File: config.mk
export PLATFORM = sky130hd
export DESIGN_NAME = sample_align_delay
export DESIGN_NICKNAME = d
export VERILOG_FILES = /design/src/rtl/sample_align_delay.sv
export SDC_FILE = /design/constraint.sdc
export NUM_CORES = 2
export LEC_CHECK = 0
export BUFFER_PORTS_ARGS = -buffer_cell sky130_fd_sc_hd__buf_2
export CORE_AREA = 2 2 610 612
export CTS_CLUSTER_DIAMETER = 30
export DETAILED_ROUTE_END_ITERATION = 6
export DIE_AREA = 0 0 612 614
export GPL_ROUTABILITY_DRIVEN = 1
export HOLD_SLACK_MARGIN = 0.03
export PLACE_DENSITY = 0.58
export SYNTH_ARGS = -nofsm -noshare
export SYNTH_HDL_FRONTEND = slang
export SYNTH_MEMORY_MAX_BITS = 65536
export SYNTH_SLANG_ARGS = --single-unit
File: constraint.sdc
create_clock -name clk_i -period 3.53 [get_ports clk_i]
set_input_delay 0.706 -clock clk_i [delete_from_list [all_inputs] [get_ports clk_i]]
set_output_delay 0.706 -clock clk_i [all_outputs]
set_load 0.005 [all_outputs]
File: src/rtl/sample_align_delay.sv
// sample_align_delay
//   Runtime-programmable delay line that aligns multi-channel IQ samples with
//   the PSS peak strobe. The delay is counted in valid samples. A one-bit peak
//   tag travels through the buffer alongside the data.
// Ports
//   clk_i, reset_i         clock, async active-high reset
//   s_axis_in_tdata/tvalid NUM_CH lanes of IN_DW-bit samples, no backpressure
//   peak_i                 single-cycle peak strobe (any cycle)
//   delay_i/delay_load_i   runtime delay override (in valid samples)
//   m_axis_out_tdata/tvalid delayed samples, one clock after the input strobe
//   peak_aligned_o         marks the output sample carrying the peak tag
//   primed_o               fill has reached the active delay
//   cfg_err_o              sticky: a load requested delay_i > MAX_DELAY

// Per-lane storage: circular RAM plus a registered output.
module sample_align_lane #(
    parameter int IN_DW = 32,
    parameter int DEPTH = 128,
    parameter int PTR_W = 7
) (
    input  logic             clk_i,
    input  logic             reset_i,
    input  logic             wr_en,
    input  logic [PTR_W-1:0] wr_addr,
    input  logic [IN_DW-1:0] wr_data,
    input  logic [PTR_W-1:0] rd_addr,
    input  logic             out_en,
    input  logic             bypass,
    output logic [IN_DW-1:0] out_data
);
    logic [IN_DW-1:0] mem [DEPTH];

    always_ff @(posedge clk_i) begin
        if (wr_en) mem[wr_addr] <= wr_data;
    end

    // Read happens before the write of this cycle; with D >= 1 the read
    // slot never equals the slot being written.
    always_ff @(posedge clk_i or posedge reset_i) begin
        if (reset_i)     out_data <= '0;
        else if (out_en) out_data <= bypass ? wr_data : mem[rd_addr];
    end
endmodule

module sample_align_delay #(
    parameter int IN_DW         = 32,
    parameter int NUM_CH        = 1,
    parameter int MAX_DELAY     = 64,
    parameter int DEFAULT_DELAY = 14
) (
    input  logic                                   clk_i,
    input  logic                                   reset_i,
    input  logic [NUM_CH*IN_DW-1:0]                s_axis_in_tdata,
    input  logic                                   s_axis_in_tvalid,
    input  logic                                   peak_i,
    input  logic [$clog2(MAX_DELAY+1)-1:0]         delay_i,
    input  logic                                   delay_load_i,
    output logic [NUM_CH*IN_DW-1:0]                m_axis_out_tdata,
    output logic                                   m_axis_out_tvalid,
    output logic                                   peak_aligned_o,
    output logic                                   primed_o,
    output logic                                   cfg_err_o
);
    localparam int DELAY_W = $clog2(MAX_DELAY+1);
    localparam int DEPTH   = 2**$clog2(MAX_DELAY+1);
    localparam int PTR_W   = $clog2(DEPTH);
    localparam logic [DELAY_W-1:0] MAX_D = DELAY_W'(MAX_DELAY);
    localparam logic [DELAY_W-1:0] DEF_D = DELAY_W'(DEFAULT_DELAY);

    logic [PTR_W-1:0]   wr_ptr;
    logic [DELAY_W-1:0] d_q, d_eff;
    logic [DELAY_W-1:0] fill_q, fill_eff, fill_next;
    logic               pending;
    logic               emit, bypass, wr_tag, load_err;
    logic [PTR_W-1:0]   rd_addr;
    logic               tag_mem [DEPTH];

    // A load takes effect on its own cycle: new D and an emptied fill are
    // what this cycle's valid sample sees.
    always_comb begin
        d_eff    = d_q;
        fill_eff = fill_q;
        load_err = 1'b0;
        if (delay_load_i) begin
            load_err = (delay_i > MAX_D);
            d_eff    = load_err ? MAX_D : delay_i;
            fill_eff = '0;
        end
        emit      = s_axis_in_tvalid && (fill_eff >= d_eff);
        bypass    = (d_eff == '0);
        rd_addr   = wr_ptr - PTR_W'(d_eff);
        wr_tag    = pending | peak_i;
        // fill never exceeds D, so stopping at equality is saturation
        fill_next = fill_eff;
        if (s_axis_in_tvalid && (fill_eff != d_eff)) fill_next = fill_eff + 1'b1;
    end

    genvar k;
    generate
        for (k = 0; k < NUM_CH; k++) begin : g_lane
            sample_align_lane #(.IN_DW(IN_DW), .DEPTH(DEPTH), .PTR_W(PTR_W)) u_lane (
                .clk_i    (clk_i),
                .reset_i  (reset_i),
                .wr_en    (s_axis_in_tvalid),
                .wr_addr  (wr_ptr),
                .wr_data  (s_axis_in_tdata[k*IN_DW +: IN_DW]),
                .rd_addr  (rd_addr),
                .out_en   (emit),
                .bypass   (bypass),
                .out_data (m_axis_out_tdata[k*IN_DW +: IN_DW])
            );
        end
    endgenerate

    always_ff @(posedge clk_i) begin
        if (s_axis_in_tvalid) tag_mem[wr_ptr] <= wr_tag;
    end

    always_ff @(posedge clk_i or posedge reset_i) begin
        if (reset_i) begin
            wr_ptr            <= '0;
            d_q               <= DEF_D;
            fill_q            <= '0;
            pending           <= 1'b0;
            m_axis_out_tvalid <= 1'b0;
            peak_aligned_o    <= 1'b0;
            primed_o          <= (DEFAULT_DELAY == 0);
            cfg_err_o         <= 1'b0;
        end else begin
            d_q               <= d_eff;
            fill_q            <= fill_next;
            primed_o          <= (fill_next == d_eff);
            cfg_err_o         <= cfg_err_o | load_err;
            m_axis_out_tvalid <= emit;
            peak_aligned_o    <= emit && (bypass ? wr_tag : tag_mem[rd_addr]);
            // peaks between samples merge into the next written tag
            if (s_axis_in_tvalid) begin
                wr_ptr  <= wr_ptr + 1'b1;
                pending <= 1'b0;
            end else begin
                pending <= pending | peak_i;
            end
        end
    end
endmodule
==> summary.txt <==
status - finished with violations
violated checks - DRC, setup timing
GRT Total Usage - 25.8%
synthesized area per cell - 21.7 um^2
Async SR Flop Fraction - 1.35%
Final Non-Filler Cells - 14700
highest-count cells in the layout ignoring fill and taps - edfxtp_1, mux4_2, clkbuf_16, nand2_1, buf_4
Seq/Total Area, Yosys - 77.5%
post-synthesis adder-cell area fraction - 0.126%
Die Span Y - 614 um
number of buffers added on ports - 79
post-synthesis simple-gate area fraction - 2.70%
CP max FO - 7
post-route cell area - 212000 um^2
P&R area growth vs syn - 28.2%
Placed Area - 182000 um^2
pwr dens - 1070 nW/um^2
Row Count - 224
headroom to the max-slew limit - 14.6%
Worst Setup EP - g_lane[0].u_lane.out_data[1]
final setup violation count - 33
Clock Power Share - 32.7%
initial antenna violation count - 31
clock buffer depth - 4
r2r setup slk - -0.43 ns
final worst path period need - 3.96 ns
R2R cell count - 15
proportion of layout cells with a drive suffix above 1 - 39.0%
starting density of the core - 44.7%
largest family of logic cells by synthesized area - multiplexers
mux share of post-synthesis cell area - 16.1%
residual DRC count - 1
number of synthesized register bits - 4282
number of synthesized flops with an enable pin - 4224
post-route core utilization - 57.3%
Pre-antenna DRT Iters - 7
final setup margin - -0.433 ns
Peak Freq - 252 MHz
CTS root buffer - clkbuf_16
worst IR drop on VDD - 0.000738 V
compound-gate portion of the synthesized area - 2.06%
WP data arrival - 4.91 ns
DRT Wirelength - 490000 um
Via density - 6.00
clock transition at the registers of the reported paths - 0.05 ns
IO Pins - 80
P_leak - 70.2 nW
share of power burned in registers - 25.4%
P_sw - 80.0 mW
number of nets in the layout - 9110
period utilization - 112%
largest net degree at the start of global routing - 117
worst-margin pin slew - 1.28 ns
Logic pwr share - 41.8%
Fin Setup TNS - -10.70 ns
Netlist Area Pre-Place - 165000 um^2
post-synthesis xor/xnor area fraction - 0.241%
dpl ws - -1.61 ns
RSZ-0062 raised after global routing - yes
Clk Latency, worst-skew pair - 1.07 ns
DIE AREA - 376000 um^2
number of global-route vias before repair - 89900
Iter 0 DRT Violations - 11900
clk_skew - 0.0808 ns
H-tree depth - 6
CTS buffer count - 772
Congestion Overflow GR - 0
Die W - 612 um
final RePlAce weighted congestion - 0.887
TritonCTS clock tree - yes
CP endpoint kind - flop
vias - 88200
Placed Cells incl. Taps - 13100
hpwl dp - 282000 um
reg2reg start - d_q[1]
Crit path required time - 4.48 ns
CP startpoint - d_q[1]
Worst R2R End - g_lane[0].u_lane.out_data[1]
ANT nets after route - 0
first-pass GRT wire length - 683000 um
Sw Share - 35.2%
Slew Limit Fails - 0
Wirelength per Cell - 33.3 um
hold slack - 0.0956 ns
final hold viol count - 0
clk sinks - 4282
Fill cells - 26900
commonest non-fill, non-tap cell in the layout - edfxtp_1
Hold WC Path Type - in2reg
post-synth cell types - 76
CP Class - reg2reg
Synth Instances - 7636
Pwr Total - 227 mW
Synth Warn # - 0
total core area - 370000 um^2
max-cap violations - 0
CP Launch Type - flop
Synth Net Count - 7696
Internal Power - 147 mW
predominant post-synthesis flop cell - edfxtp_1
## Yosys cell counts (9+ instances only)
master    count  area (um^2)
a211o_1      24          210
a21o_1       32          240
a21oi_1     109          546
a311oi_1     30          263
a31oi_1      94          588
a32oi_1      79          692
and3_1       57          357
buf_1        47          176
buf_2       179          896
buf_4        38          285
clkbuf_1    171          642
dfrtp_1      55         1380
edfxtp_1   4224       127000
ha_1         15          188
inv_1        17         63.8
mux2_1       10          113
mux2_2       12          135
mux2i_1     214         2140
mux4_2     1073        24200
nand2_1     631         2370
nand3_1     129          646
nor2_1      186          698
nor2b_1      16          100
o21ai_0      13         65.1
o21ai_1      13         65.1
o31ai_1       9         67.6
o32ai_1      22          193
xnor2_1      20          175
## layer usage
metal	GRT usage (%)	vias to the layer above	wire length, um	part of all wire (%)
li1	-	35300	-	-
met1	35.1	47500	188000	38
met2	41.7	4654	238000	49
met3	5.00	849	45500	9.3
met4	9.47	2	18200	3.7
met5	0	-	14	0.0029
## cells by family (layout without fill, tap and decap cells)
kind of cell    Yosys count  count (layout)
xor+xnor                 32              32
simple gates           1065            1065
compound gates          474             474
other cells               0              13
buf+inv                 457            2536
fa+ha+maj                16              16
mux                    1310            1310
flops                  4282            4282
## critical path: stages (launching register included)
cell and delay, ns:
dfstp_2 0.37, mux2i_4 0.16, inv_2 0.07, fa_4 0.84
buf_12 0.17, buf_16 0.15, buf_12 0.14, buf_8 0.13
buf_16 0.13, mux4_2 0.30, mux4_2 0.51, nor3_4 0.30
a41oi_2 0.07, a21oi_2 0.25, buf_6 0.16, o21bai_1 0.06
## sequential cells by signal, indices dropped and copies added (netlist names)
name,flops
pending,1
peak_aligned_o,1
cfg_err_o,1
primed_o,1
tag_mem,128
m_axis_out_tvalid,1
wr_ptr,7
g_lane.u_lane.out_data,32
fill_q,7
g_lane.u_lane.mem,4096
d_q,7
## power by group through the flow
stage / Combinational (mW) / Clock [mW] / Sequential [mW]
after floorplan: 41.2 / 0 / 58.4
after global placement: 84.6 / 0 / 58.7
after detailed placement: 84.6 / 0 / 58.7
after CTS: 90.7 / 75.1 / 57.8
after global routing: 98.2 / 77.5 / 57.8
final: 95.0 / 74.4 / 57.8
## worst min path at each step
stage                      from   endpoint  slack (ns)  cells past startpoint
6_report       s_axis_in_tvalid    pending         0.1                      3
5_1_grt        s_axis_in_tvalid    pending        0.09                      3
4_1_cts        s_axis_in_tvalid    pending        0.03                      3
3_5_place_dp          cfg_err_o  cfg_err_o        0.46                      1
3_3_place_gp          cfg_err_o  cfg_err_o        0.45                      1
2_1_floorplan           pending    pending        0.46                      2
## area by class of cell
cell class / count / area [um^2] / share of cell area [%]
sequential: 4282 / 128000 / 60.5
clock inverter: 568 / 6700 / 3.15
inverter: 17 / 67.6 / 0.0318
tap: 4972 / 6220 / 2.93
timing repair buffer: 1080 / 13200 / 6.21
multi-input combinational: 2897 / 37900 / 17.8
antenna: 13 / 32.5 / 0.0153
clock buffer: 871 / 19900 / 9.36
## timing repair
action | in CTS | in global routing
resized for setup | 209 | 183
endpoints found under the setup margin | 33 | 33
cloned | 17 | 19
pin swaps | 40 | 65
buffers inserted | 33 | 45
endpoints found under the hold margin | 53 | 0
hold buffers | 9 | 0
Power figures use the tool's default switching activity.
